--- src/rtl/rf_wb_ctrl_if.sv ---
// rf_wb_ctrl_if: issue, write-back request and register-file bundle for rf_wb_ctrl.
// Rev 1.0 - initial release.
`default_nettype none

interface rf_wb_ctrl_if #(
  parameter int RW        = 16,
  parameter int REGNO     = 8,
  parameter int REGNO_LOG = 3
);
  logic                 i_iss_valid;
  logic                 i_iss_we;
  logic [REGNO_LOG-1:0] i_iss_rd;
  logic                 i_iss_use1;
  logic                 i_iss_use2;
  logic [REGNO_LOG-1:0] i_iss_src1;
  logic [REGNO_LOG-1:0] i_iss_src2;
  logic                 o_iss_stall;
  logic                 i_flush;

  logic                 i_mem_valid;
  logic                 i_alu_valid;
  logic                 i_dbg_valid;
  logic [REGNO_LOG-1:0] i_mem_sel;
  logic [REGNO_LOG-1:0] i_alu_sel;
  logic [REGNO_LOG-1:0] i_dbg_sel;
  logic [RW-1:0]        i_mem_d;
  logic [RW-1:0]        i_alu_d;
  logic [RW-1:0]        i_dbg_d;
  logic                 o_mem_ready;
  logic                 o_alu_ready;
  logic                 o_dbg_ready;

  logic [REGNO-1:0]     o_rf_ie;
  logic                 o_rf_gie;
  logic [RW-1:0]        o_rf_d;
  logic [REGNO-1:0]     o_busy;

  modport slave (
    input  i_iss_valid, i_iss_we, i_iss_rd, i_iss_use1, i_iss_use2,
           i_iss_src1, i_iss_src2, i_flush,
           i_mem_valid, i_alu_valid, i_dbg_valid,
           i_mem_sel, i_alu_sel, i_dbg_sel,
           i_mem_d, i_alu_d, i_dbg_d,
    output o_iss_stall, o_mem_ready, o_alu_ready, o_dbg_ready,
           o_rf_ie, o_rf_gie, o_rf_d, o_busy
  );

  modport master (
    output i_iss_valid, i_iss_we, i_iss_rd, i_iss_use1, i_iss_use2,
           i_iss_src1, i_iss_src2, i_flush,
           i_mem_valid, i_alu_valid, i_dbg_valid,
           i_mem_sel, i_alu_sel, i_dbg_sel,
           i_mem_d, i_alu_d, i_dbg_d,
    input  o_iss_stall, o_mem_ready, o_alu_ready, o_dbg_ready,
           o_rf_ie, o_rf_gie, o_rf_d, o_busy
  );
endinterface

`default_nettype wire

--- src/rtl/rf_wb_ctrl.sv ---
// ============================================================================
// rf_wb_ctrl: register-file write-port arbiter (mem/alu/dbg) with registered
// output stage and RAW/WAW hazard scoreboard for the issue stage.
// Rev 1.0 - initial release.
// ============================================================================
`default_nettype none

module rf_wb_ctrl #(
  parameter int RW         = 16,
  parameter int REGNO      = 8,
  parameter int REGNO_LOG  = 3,
  parameter int STARVE_MAX = 3
) (
  input  logic          i_clk,
  input  logic          i_rst,
  rf_wb_ctrl_if.slave   bus
);

  localparam logic [2:0] c_STV_MAX = 3'(STARVE_MAX);

  logic [2:0]           r_stv;
  logic [REGNO-1:0]     r_busy;
  logic [REGNO-1:0]     r_rf_ie;
  logic [RW-1:0]        r_rf_d;
  logic                 r_src_clr;

  logic                 w_force_alu;
  logic                 w_mem_rdy;
  logic                 w_alu_rdy;
  logic                 w_dbg_rdy;
  logic                 w_win;
  logic [REGNO_LOG-1:0] w_win_sel;
  logic [RW-1:0]        w_win_d;
  logic [REGNO-1:0]     w_onehot;
  logic                 w_stall;
  logic                 w_iss_set;
  logic [REGNO-1:0]     w_busy_nxt;

  // Grants are a function of the valids and the starvation count only.
  assign w_force_alu = bus.i_alu_valid && (r_stv == c_STV_MAX);
  assign w_mem_rdy   = bus.i_mem_valid && !w_force_alu;
  assign w_alu_rdy   = bus.i_alu_valid && (w_force_alu || !bus.i_mem_valid);
  assign w_dbg_rdy   = bus.i_dbg_valid && !bus.i_mem_valid && !bus.i_alu_valid;
  assign w_win       = w_mem_rdy || w_alu_rdy || w_dbg_rdy;

  always_comb begin
    w_win_sel = bus.i_dbg_sel;
    w_win_d   = bus.i_dbg_d;
    if (w_mem_rdy) begin
      w_win_sel = bus.i_mem_sel;
      w_win_d   = bus.i_mem_d;
    end else if (w_alu_rdy) begin
      w_win_sel = bus.i_alu_sel;
      w_win_d   = bus.i_alu_d;
    end
  end

  assign w_onehot = {{(REGNO-1){1'b0}}, 1'b1} << w_win_sel;

  assign w_stall = bus.i_iss_valid &&
                   ((bus.i_iss_use1 && r_busy[bus.i_iss_src1]) ||
                    (bus.i_iss_use2 && r_busy[bus.i_iss_src2]) ||
                    (bus.i_iss_we   && r_busy[bus.i_iss_rd]));
  assign w_iss_set = bus.i_iss_valid && bus.i_iss_we && !w_stall;

  // Ordering gives set precedence over commit-clear, and flush over both.
  always_comb begin
    w_busy_nxt = r_busy;
    if (r_src_clr) begin
      w_busy_nxt = w_busy_nxt & ~r_rf_ie;
    end
    if (w_iss_set) begin
      w_busy_nxt[bus.i_iss_rd] = 1'b1;
    end
    if (bus.i_flush) begin
      w_busy_nxt = '0;
    end
  end

  always_ff @(posedge i_clk or posedge i_rst) begin
    if (i_rst) begin
      r_stv     <= 3'd0;
      r_busy    <= '0;
      r_rf_ie   <= '0;
      r_rf_d    <= '0;
      r_src_clr <= 1'b0;
    end else begin
      if (bus.i_alu_valid && !w_alu_rdy) begin
        r_stv <= (r_stv == c_STV_MAX) ? r_stv : r_stv + 3'd1;
      end else begin
        r_stv <= 3'd0;
      end

      r_rf_ie   <= w_win ? w_onehot : '0;
      r_src_clr <= w_mem_rdy || w_alu_rdy;
      if (w_win) begin
        r_rf_d <= w_win_d;
      end

      r_busy <= w_busy_nxt;
    end
  end

  assign bus.o_mem_ready = w_mem_rdy;
  assign bus.o_alu_ready = w_alu_rdy;
  assign bus.o_dbg_ready = w_dbg_rdy;
  assign bus.o_iss_stall = w_stall;
  assign bus.o_rf_ie     = r_rf_ie;
  assign bus.o_rf_gie    = |r_rf_ie;
  assign bus.o_rf_d      = r_rf_d;
  assign bus.o_busy      = r_busy;

endmodule

`default_nettype wire

--- src/flat_wrapper.sv ---
// flat-port wrapper written by rule: the top's interface ports become plain ports
module rf_wb_ctrl_flat 
#(
  parameter int RW         = 16,
  parameter int REGNO      = 8,
  parameter int REGNO_LOG  = 3,
  parameter int STARVE_MAX = 3
)
  (i_clk, i_rst, bus_i_iss_valid, bus_i_iss_we, bus_i_iss_rd, bus_i_iss_use1, bus_i_iss_use2, bus_i_iss_src1, bus_i_iss_src2, bus_i_flush, bus_i_mem_valid, bus_i_alu_valid, bus_i_dbg_valid, bus_i_mem_sel, bus_i_alu_sel, bus_i_dbg_sel, bus_i_mem_d, bus_i_alu_d, bus_i_dbg_d, bus_o_iss_stall, bus_o_mem_ready, bus_o_alu_ready, bus_o_dbg_ready, bus_o_rf_ie, bus_o_rf_gie, bus_o_rf_d, bus_o_busy);
  rf_wb_ctrl_if #(.RW(RW), .REGNO(REGNO), .REGNO_LOG(REGNO_LOG)) bus_i ();
  input  logic i_clk;
  input  logic i_rst;
  input wire logic [$bits(bus_i.i_iss_valid)-1:0] bus_i_iss_valid;
  input wire logic [$bits(bus_i.i_iss_we)-1:0] bus_i_iss_we;
  input wire logic [$bits(bus_i.i_iss_rd)-1:0] bus_i_iss_rd;
  input wire logic [$bits(bus_i.i_iss_use1)-1:0] bus_i_iss_use1;
  input wire logic [$bits(bus_i.i_iss_use2)-1:0] bus_i_iss_use2;
  input wire logic [$bits(bus_i.i_iss_src1)-1:0] bus_i_iss_src1;
  input wire logic [$bits(bus_i.i_iss_src2)-1:0] bus_i_iss_src2;
  input wire logic [$bits(bus_i.i_flush)-1:0] bus_i_flush;
  input wire logic [$bits(bus_i.i_mem_valid)-1:0] bus_i_mem_valid;
  input wire logic [$bits(bus_i.i_alu_valid)-1:0] bus_i_alu_valid;
  input wire logic [$bits(bus_i.i_dbg_valid)-1:0] bus_i_dbg_valid;
  input wire logic [$bits(bus_i.i_mem_sel)-1:0] bus_i_mem_sel;
  input wire logic [$bits(bus_i.i_alu_sel)-1:0] bus_i_alu_sel;
  input wire logic [$bits(bus_i.i_dbg_sel)-1:0] bus_i_dbg_sel;
  input wire logic [$bits(bus_i.i_mem_d)-1:0] bus_i_mem_d;
  input wire logic [$bits(bus_i.i_alu_d)-1:0] bus_i_alu_d;
  input wire logic [$bits(bus_i.i_dbg_d)-1:0] bus_i_dbg_d;
  output wire logic [$bits(bus_i.o_iss_stall)-1:0] bus_o_iss_stall;
  output wire logic [$bits(bus_i.o_mem_ready)-1:0] bus_o_mem_ready;
  output wire logic [$bits(bus_i.o_alu_ready)-1:0] bus_o_alu_ready;
  output wire logic [$bits(bus_i.o_dbg_ready)-1:0] bus_o_dbg_ready;
  output wire logic [$bits(bus_i.o_rf_ie)-1:0] bus_o_rf_ie;
  output wire logic [$bits(bus_i.o_rf_gie)-1:0] bus_o_rf_gie;
  output wire logic [$bits(bus_i.o_rf_d)-1:0] bus_o_rf_d;
  output wire logic [$bits(bus_i.o_busy)-1:0] bus_o_busy;
  assign bus_i.i_iss_valid = bus_i_iss_valid;
  assign bus_i.i_iss_we = bus_i_iss_we;
  assign bus_i.i_iss_rd = bus_i_iss_rd;
  assign bus_i.i_iss_use1 = bus_i_iss_use1;
  assign bus_i.i_iss_use2 = bus_i_iss_use2;
  assign bus_i.i_iss_src1 = bus_i_iss_src1;
  assign bus_i.i_iss_src2 = bus_i_iss_src2;
  assign bus_i.i_flush = bus_i_flush;
  assign bus_i.i_mem_valid = bus_i_mem_valid;
  assign bus_i.i_alu_valid = bus_i_alu_valid;
  assign bus_i.i_dbg_valid = bus_i_dbg_valid;
  assign bus_i.i_mem_sel = bus_i_mem_sel;
  assign bus_i.i_alu_sel = bus_i_alu_sel;
  assign bus_i.i_dbg_sel = bus_i_dbg_sel;
  assign bus_i.i_mem_d = bus_i_mem_d;
  assign bus_i.i_alu_d = bus_i_alu_d;
  assign bus_i.i_dbg_d = bus_i_dbg_d;
  assign bus_o_iss_stall = bus_i.o_iss_stall;
  assign bus_o_mem_ready = bus_i.o_mem_ready;
  assign bus_o_alu_ready = bus_i.o_alu_ready;
  assign bus_o_dbg_ready = bus_i.o_dbg_ready;
  assign bus_o_rf_ie = bus_i.o_rf_ie;
  assign bus_o_rf_gie = bus_i.o_rf_gie;
  assign bus_o_rf_d = bus_i.o_rf_d;
  assign bus_o_busy = bus_i.o_busy;
  rf_wb_ctrl #(.RW(RW), .REGNO(REGNO), .REGNO_LOG(REGNO_LOG), .STARVE_MAX(STARVE_MAX)) u_core (.i_clk(i_clk), .i_rst(i_rst), .bus(bus_i));
endmodule
--- config.mk ---
export PLATFORM = sky130hd
export DESIGN_NAME = rf_wb_ctrl_flat
export DESIGN_NICKNAME = d
export VERILOG_FILES = /design/src/rtl/rf_wb_ctrl_if.sv /design/src/rtl/rf_wb_ctrl.sv /design/src/flat_wrapper.sv
export SDC_FILE = /design/constraint.sdc
export NUM_CORES = 1
export LEC_CHECK = 0
export CORE_MARGIN = 5
export CORE_UTILIZATION = 42
export CTS_CLUSTER_SIZE = 20
export DETAILED_ROUTE_END_ITERATION = 16
export GPL_ROUTABILITY_DRIVEN = 0
export PLACE_DENSITY = 0.95
export SETUP_SLACK_MARGIN = 0.05
export SYNTH_ARGS = -nofsm -noshare
export SYNTH_HDL_FRONTEND = slang
export SYNTH_SLANG_ARGS = --single-unit
--- constraint.sdc ---
create_clock -name i_clk -period 4.29 [get_ports i_clk]
set_input_delay 0.429 -clock i_clk [delete_from_list [all_inputs] [get_ports i_clk]]
set_output_delay 0.429 -clock i_clk [all_outputs]
set_load 0.05 [all_outputs]
# After elaboration in Yosys (flattened, before gate mapping)
# Index checks and enable logic that the tools add are counted.
dict set report op_classes {
  addsub 1
  magnitude_cmp 4
  n_eq_ne 2
  shifts 1
  n_mux 18
  bitwise 3
  n_reduce_logical 24
}
# op count
set op_table {}
lappend op_table {{two-way mux 16 bit} 2}
lappend op_table {{two-way mux 8 bit} 4}
lappend op_table {{logical AND 1 bit} 13}
lappend op_table {{less-than comparator 3 x 4 -> 1 bit (second input constant)} 3}
lappend op_table {{two-way mux 3 bit} 4}
lappend op_table {{binary-select mux 1 bit (select 3 bit)} 3}
lappend op_table {{bitwise AND 8 bit} 1}
lappend op_table {{NOT 8 bit} 1}
lappend op_table {{OR 8 bit} 1}
lappend op_table {{OR reduction 8 bit} 1}
lappend op_table {{left shift 1 x 3 -> 8 bit (first input constant)} 1}
lappend op_table {{logical NOT 1 bit} 5}
lappend op_table {{logical OR 1 bit} 5}
lappend op_table {{two-way mux 1 bit} 4}
lappend op_table {{adder 3 x 1 -> 3 bit (second input constant)} 1}
lappend op_table {{demux 1 bit (select 3 bit)} 1}
lappend op_table {{== test 3 x 2 -> 1 bit (second input constant)} 1}
lappend op_table {{>= comparator 3 x 1 -> 1 bit (second input constant)} 1}
lappend op_table {{inequality test 2 bit (second input constant)} 1}
dict set report word_totals {
  reg_bits 36
  output_inout_bits 37
}

# Longest topological paths before layout
# Gate-level depths: netlist of the first run.
dict set report logic_depth {
  word_depth 10
  mapped_depth 7
}

# Worst setup path before layout of the first run
# Ideal clock, no wire load.
dict set report synth_timing {
  kind {register to output}
  startpoint {register u_core.r_busy[3], in the netlist u_core.bus.o_busy[3]}
  endpoint {output port bus_o_iss_stall}
  arrival_time_ns 2.103
  required_time_ns 3.861
  path_slack_ns 1.758
  stages_incl_launch_ff 5
  path_buffers 0
  cell_sequence {dfrtp_1 > mux4_1 > mux2_2 > a32oi_4 > a31oi_1}
}
dict set report synth_between {
  elab_chain_len 6
}
# element line_no
set synth_lines {}
lappend synth_lines {{from (decl)} rf_wb_ctrl.sv:22} ;# logic [REGNO-1:0] r_busy;
lappend synth_lines {{from (signal assigned)} rf_wb_ctrl.sv:100} ;# r_busy <= w_busy_nxt;
lappend synth_lines {{binary-select mux 1 bit (select 3 bit), on equally long branches} {rf_wb_ctrl.sv:61, rf_wb_ctrl.sv:62}}
lappend synth_lines {{two-way mux 1 bit, on equally long branches} {rf_wb_ctrl.sv:61, rf_wb_ctrl.sv:62}}
lappend synth_lines {{logical AND 1 bit, on equally long branches} {rf_wb_ctrl.sv:61, rf_wb_ctrl.sv:62}}
lappend synth_lines {{logical OR 1 bit} rf_wb_ctrl.sv:61} ;# ((bus.i_iss_use1 && r_busy[bus.i_iss_src1]) ||
lappend synth_lines {{logical OR 1 bit *} rf_wb_ctrl.sv:62} ;# (bus.i_iss_use2 && r_busy[bus.i_iss_src2]) ||
lappend synth_lines {{logical AND 1 bit *} rf_wb_ctrl.sv:60} ;# assign w_stall = bus.i_iss_valid &&
lappend synth_lines {{to (decl)} flat_wrapper.sv:30} ;# output wire logic [$bits(bus_i.o_iss_stall)-1:0] bus_o_iss_stall;
# Every way passes the cells marked *; elsewhere a longest branch is shown, timed or not. The select of a mux whose other input is x is not followed.

# Final worst setup path of the first run
dict set report layout_timing {
  startpoint {input port bus_i_iss_src1[0]}
  endpoint {output port bus_o_iss_stall}
}
dict set report layout_between {
  elab_chain_len 6
}
# element line_no
set layout_lines {}
lappend layout_lines {{from (decl)} flat_wrapper.sv:18} ;# input wire logic [$bits(bus_i.i_iss_src1)-1:0] bus_i_iss_src1;
lappend layout_lines {{binary-select mux 1 bit (select 3 bit)} rf_wb_ctrl.sv:61}
lappend layout_lines {{two-way mux 1 bit (implied by the code)} rf_wb_ctrl.sv:61}
lappend layout_lines {{logical AND 1 bit} rf_wb_ctrl.sv:61}
lappend layout_lines {{logical OR 1 bit} rf_wb_ctrl.sv:61}
lappend layout_lines {{logical OR 1 bit} rf_wb_ctrl.sv:62}
lappend layout_lines {{logical AND 1 bit} rf_wb_ctrl.sv:60}
# No other way between the ends. The select of a mux whose other input is x is not followed.

==> results of run 1 <==
## cells in the final DEF, fill, tap and decap left out
cell             instances
a21boi_2                 1
a21oi_1                 16
a221o_1                  1
a31o_1                   3
a31oi_1                  1
a32o_1                   5
a32oi_4                  1
and3_1                   5
and4b_1                  1
buf_4                    4
clkbuf_8                 6
clkdlybuf4s50_1        112
clkinv_2                 1
dfrtp_1                 36
ha_1                     2
inv_1                   11
inv_6                    1
mux2_2                   4
mux2i_1                 19
mux4_1                   2
mux4_2                   1
nand2_1                 31
nand2b_1                 4
nand3_1                  2
nor2_1                  22
nor2_2                   1
nor2b_1                  1
nor3_1                   9
nor3b_1                  2
nor4_1                   5
nor4b_1                  1
o2111ai_1                1
o211ai_1                 1
o21ai_0                 16
o221a_2                  2
o221ai_1                 3
o22ai_1                  2
o31a_1                   1
or2_2                    1
or3_1                    1
## logic make-up after synthesis
group,count (synthesis),share of synthesized area (%)
flops,36,42.93
compound gates,54,17.83
mux,26,14.79
simple gates,86,18.96
buf+inv,23,4.293
fa+ha+maj,2,1.192
## power by group through the flow
stage	clock, W	sequential, W	combinational (W)
5_1_grt	0.000280	0.000383	0.000348
6_report	0.000256	0.000379	0.000326
3_5_place_dp	0	0.000386	0.000328
3_3_place_gp	0	0.000384	0.000321
4_1_cts	0.000263	0.000380	0.000328
2_1_floorplan	0	0.000463	0.000101
## how the worst max path moves through the flow
stage	from	endpoint	slack (ns)	depth (start not counted)
floorplan	u_core.bus.o_busy[3]	bus_o_iss_stall	1.76	4
global placement	bus_i_iss_src1[0]	bus_o_iss_stall	0.96	6
detailed placement	bus_i_iss_src1[0]	bus_o_iss_stall	0.93	6
CTS	bus_i_iss_src1[0]	bus_o_iss_stall	0.92	6
global route	bus_i_iss_src1[0]	bus_o_iss_stall	0.86	6
finish	bus_i_iss_src1[0]	bus_o_iss_stall	0.93	6
## registers in the layout, summed over array words and instances (netlist names)
signal and cells:
u_core.bus.o_rf_d 16, u_core.r_src_clr 1, u_core.bus.o_busy 8, u_core.bus.o_rf_ie 8
u_core.r_stv 3
## metrics by stage
step / cell area [sq um] / utilization (%) / power (W)
after floorplan: 2098 / - / 0.0005638
after CTS: 3387 / 70.77 / 0.0009705
final: 3387 / 70.77 / 0.0009618
after global routing: 3387 / 70.77 / 0.001012
after detailed placement: 3291 / 68.76 / 0.0007138
after global placement: 3291 / 68.76 / 0.0007059
## critical path, delay by kind of cell
family,cells,cell delay [ns]
buffers and inverters,2,1.23
multiplexers,2,0.85
AO/OA/AOI/OAI,2,0.42
## routing by layer
metal	share of wire [%]	up-vias
met5	0	-
met4	1.7	0
li1	-	1045
met3	11	9
met1	36	963
met2	51	107
## cell type report
| cell class | count | area share [%] |
|---|---|---|
| inverters | 11 | 1.219 |
| flip-flops and latches | 36 | 26.60 |
| clock buffers | 6 | 2.438 |
| repair buffers | 116 | 33.99 |
| multi-input cells | 168 | 32.88 |
| clock inverters | 2 | 0.4064 |
| well taps | 67 | 2.475 |
==> flow_summary.ini, run 1 <==
[status]
result_of_the_run = complete, no violations

[global_route]
gr-total-overflow = 0
grt_util_met2_pct = 33.94
initial_antenna_violation_count = 0
grtUsageMet1_pct = 22.57
grt_first_pass_wirelength_mm = 9.894
grt_start_max_net_pins = 37
grt-busiest-layer = met2
grt.total_usage_pct = 19.55
grt_pass1_vias = 2087
global_route.usage.met3_pct = 6.166

[detailed_routing]
detail_route.vias_per_cell = 5.232
ant_nets = 0
detailedRoute.firstIterationViolations = 90
routed-via-count = 2124
drc_errors = 0
wire_per_inst_um = 14.84
first_pass_iters = 5
finalWirelength_mm = 6.027

[critical_path]
r2r_path_start = u_core.r_stv[0]
critical_path.max_stage_delay_ns = 0.72
worst_ep_arrival_time_ns = 2.93
timing.critical_path.fanout_max = 9
worstPathRequired_ns = 3.86
critical_path.startpoint_type = input port
path_class = input port to primary output
timing.rr.end = u_core.bus.o_rf_ie[7]
r2r_cells = 6
critical_path.slowest_cell = clkdlybuf4s50_1
crit_path_frequent_cell = clkdlybuf4s50_1
end_kind = primary output
r2r_setup_slack_ns = 2.35
critical_path.cell_chain = clkdlybuf4s50_1, mux4_1, mux2_2, a32oi_4, a31oi_1, clkdlybuf4s50_1

[min_path]
worstHoldPathCells = 1
holdCritPathClass = register to register
hold-path-endpoint = u_core.r_stv[0]
holdCritStartpoint = u_core.r_stv[0]

[synth]
synth_largest_type_area_fraction_pct = 42.93
synth.most_common_cell = dfrtp_1
yosys_warnings = 0
yosys_register_bits = 36
netlist_top_cells_count = dfrtp_1 (36), nand2_1 (31), nor2_1 (23)
mapped_nets = 305
syn_area_sq_um = 2098
synth_top_flop_cell = dfrtp_1
synth.yosys.seq_area_share_pct = 42.93
synth_top_cells_by_area = dfrtp_1 (43%), mux2i_1 (9.1%), nand2_1 (5.5%), nor2_1 (4.1%), a21oi_1 (3.8%)
synthesis.instances = 227
post_synth_num_cell_types = 37
synth_top_cell_by_area = dfrtp_1
number_of_enable_type_register_cells_in_the_synthesized_netlist = 0
synthArstFlopShare_pct = 100.0
synthesized_area_per_cell_sq_um = 9.243

[finish]
num_antenna_cells = 0
multi_input_comb_area_sq_um = 1114
area.sequential_sq_um = 900.9
area.growth.synth_to_final_pct = 61.42
filler_cell_count = 363
final_cell_count_no_fill = 406
ratio_of_cells_with_drive_above_1_in_the_final_layout_pct = 6.785
final_nets = 416

[pwr]
share_seq_of_total_power_pct = 39.4
p_clk_share_pct = 26.6
vdd_ir_max_mv = 0.1696
intPower_w = 0.0006379
switching_share_pct = 33.67
sw_power_w = 0.0003239
power.combinational.fraction_pct = 33.9
power.density_nw_per_um2 = 284.0
leakagePower_nw = 1.437

[timing]
max_slew.worst_pin.slew_ns = 0.5229
max_clock_freq_mhz = 297.4
setup_viol = 0
slew_violations = 0
skew_ns = 0.004328
finalWorstPathRequiredPeriod_ns = 3.363
final_hold_viol_count = 0
post_route_setup_tns_ns = 0
grt_setup_unrepaired = no
slew_margin_rel_pct = 65.03
hold_ws_ns = 0.4376
finalCritPeriodShare_pct = 78.39
postLayoutSetupSlackWorst_ns = 0.9271

[clock_network]
clock-root-buffer = clkbuf_8
htree_num_levels = 2
cts_hold_buf = 0
cts_made_buffers = 5
post_cts.repair.setup_buffers = 0
tritoncts = yes
clock_insertion_delay_worst_skew_ns = 0.29
clk_transition_reported_paths_ns = 0.08
cts_buffer_depth = 2
tritoncts_sinks = 36
post_cts_resize_count = 0

[floorplanning]
io-pin-count = 113
fp-row-count = 25
die_y_um = 80.68
die-area_sq_um = 6509
core-area_sq_um = 4786
horizontal_extent_of_the_die_um = 80.68
floorplan.initialDensity_pct = 43.84

[job]
cap_viol_max_count = 0

[placement]
pre_cts_slack_ns = 0.9268
io_buffers = 112
post-dp-hpwl_mm = 4.888
placed_cells_incl_taps = 398
Power figures use the tool's default switching activity.
==> run 2, diff against run 1 <==
Settings changed: CORE_UTILIZATION 42 to 35, PLACE_DENSITY 0.95 to 0.86.
Clock period 4.29 ns to 2.9 ns, I/O delays scaled along.
==> run 2 against run 1 <==
Global-route usage decreased by 3.6 points. Sequential power increased by 48%. Critical path depth unchanged. Critical path type unchanged. Critical endpoint unchanged. Highest routed layer unchanged.
==> flow_summary.ini, run 2 (synthesized netlist as in run 1, its figures left out) <==
[placement]
placed_cells_incl_taps = 407
postPlaceCellArea_sq_um = 3336
pre_cts_slack_ns = 0.4584
io_buffers = 112
post-dp-hpwl_mm = 4.938

[clock_network]
cts_hold_buf = 0
clock_insertion_delay_worst_skew_ns = 0.28
clock-root-buffer = clkbuf_8
tritoncts_sinks = 36
htree_num_levels = 2
post_cts.repair.setup_buffers = 0
clk_transition_reported_paths_ns = 0.07
cts_buffer_depth = 2
cts_made_buffers = 5
tritoncts = yes
post_cts_resize_count = 0

[global_route]
initial_antenna_violation_count = 0
gr-total-overflow = 0
grt_start_max_net_pins = 37
grt_first_pass_wirelength_mm = 9.611
grt.total_usage_pct = 15.93
grt_pass1_vias = 2037

[timing]
final_hold_viol_count = 0
finalWorstPathRequiredPeriod_ns = 2.438
setup_viol = 0
finalCritPeriodShare_pct = 84.08
skew_ns = 0.006055
hold_ws_ns = 0.4386
max_clock_freq_mhz = 410.1
max_slew.worst_pin.slew_ns = 0.5113
slew_margin_rel_pct = 65.80
grt_setup_unrepaired = no
post_route_setup_tns_ns = 0
slew_violations = 0
postLayoutSetupSlackWorst_ns = 0.4616

[finish]
final_design_instance_area_without_fill_sq_um = 3447
ratio_of_cells_with_drive_above_1_in_the_final_layout_pct = 8.235
mostFrequentLayoutCells = clkdlybuf4s50_1 (108), dfrtp_1 (36), nand2_1 (31)
filler_cell_count = 528
area.growth.synth_to_final_pct = 64.28
largest_register_ffs = 16
layout_commonest_cell = clkdlybuf4s50_1
num_antenna_cells = 0
final_cell_count_no_fill = 415
final_nets = 417

[detailed_routing]
finalWirelength_mm = 6.051
detailedRoute.firstIterationViolations = 29
detail_route.vias_per_cell = 5.060
drc_errors = 0
wire_per_inst_um = 14.58
first_pass_iters = 4
ant_nets = 0
routed-via-count = 2100

[min_path]
holdCritPathClass = input port to asynchronous set/reset pin

[job]
cap_viol_max_count = 0

[critical_path]
critical_path.startpoint_type = input port
worstPathRequired_ns = 2.61
path_class = input port to primary output
timing.critical_path.fanout_max = 2
end_kind = primary output
worst_ep_arrival_time_ns = 2.15

[floorplanning]
io-pin-count = 113
horizontal_extent_of_the_die_um = 87.43
die_y_um = 87.43
floorplan.initialDensity_pct = 35.65
die-area_sq_um = 7643
core-area_sq_um = 5886
fp-row-count = 28

[pwr]
leakagePower_nw = 1.462
power.density_nw_per_um2 = 427.2
vdd_ir_max_mv = 0.1957

[status]
result_of_the_run = complete, no violations
## run 2: cell types whose count changed in the layout (fill, tap and decap cells not counted)
cell | before | now
bufinv_16 | 0 | 1
clkdlybuf4s50_1 | 112 | 108
buf_12 | 0 | 3
buf_4 | 4 | 6
clkinvlp_4 | 0 | 1
clkbuf_8 | 6 | 5
inv_6 | 1 | 0
## run 2: final timing paths
check / from / end / slack, ns / depth (start not counted)
setup / recovery: bus_i_iss_src1[0] / bus_o_iss_stall / 0.46 / 6
hold / removal: i_rst / u_core.bus.o_rf_d[4] / 0.44 / 3
setup reg to reg: u_core.r_stv[0] / u_core.bus.o_rf_ie[4] / 0.98 / 6
hold reg to reg: u_core.r_stv[0] / u_core.r_stv[0] / 0.44 / 1
max in group asynchronous: i_rst / u_core.bus.o_busy[3] / 2.14 / 3
min in group i_clk: u_core.r_stv[0] / u_core.r_stv[0] / 0.44 / 1
## run 2: where the power goes
group	total [W]	switching (W)	leakage, nW	internal (W)
Sequential	0.000561	0.0000241	0.464	0.000537
Clock	0.000425	0.000170	0.0541	0.000254
Combinational	0.000487	0.000269	0.943	0.000218
Total	0.00147	0.000464	1.46	0.00101
## run 2: per-stage QoR
stage / total power [W] / utilization [%]
global route: 0.001549 / 58.57
CTS: 0.001494 / 58.57
finish: 0.001473 / 58.57
global placement: 0.001053 / 56.68
floorplan: 0.0008340 / -
detailed placement: 0.001062 / 56.68
## run 2: cell type report
class	count	area, sq um	share of cell area [%]
flip-flops and latches	36	900.9	26.13
inverters	11	41.29	1.198
repair buffers	117	1186	34.41
well taps	75	93.84	2.722
clock inverters	3	42.54	1.234
multi-input cells	168	1114	32.30
clock buffers	5	68.82	1.996
## run 2: per-layer routing
metal / vias up / wire, um / track usage (%)
met5: - / 0 / 0
met4: 0 / 59 / 3.766
met3: 7 / 551 / 4.825
met2: 80 / 3139 / 29.38
met1: 972 / 2301 / 17.74
li1: 1041 / - / -
## run 2: critical path: stages
cell	delay [ns]
clkdlybuf4s50_1	0.50
mux4_1	0.54
mux2_2	0.30
a32oi_4	0.19
a31oi_1	0.11
buf_4	0.21
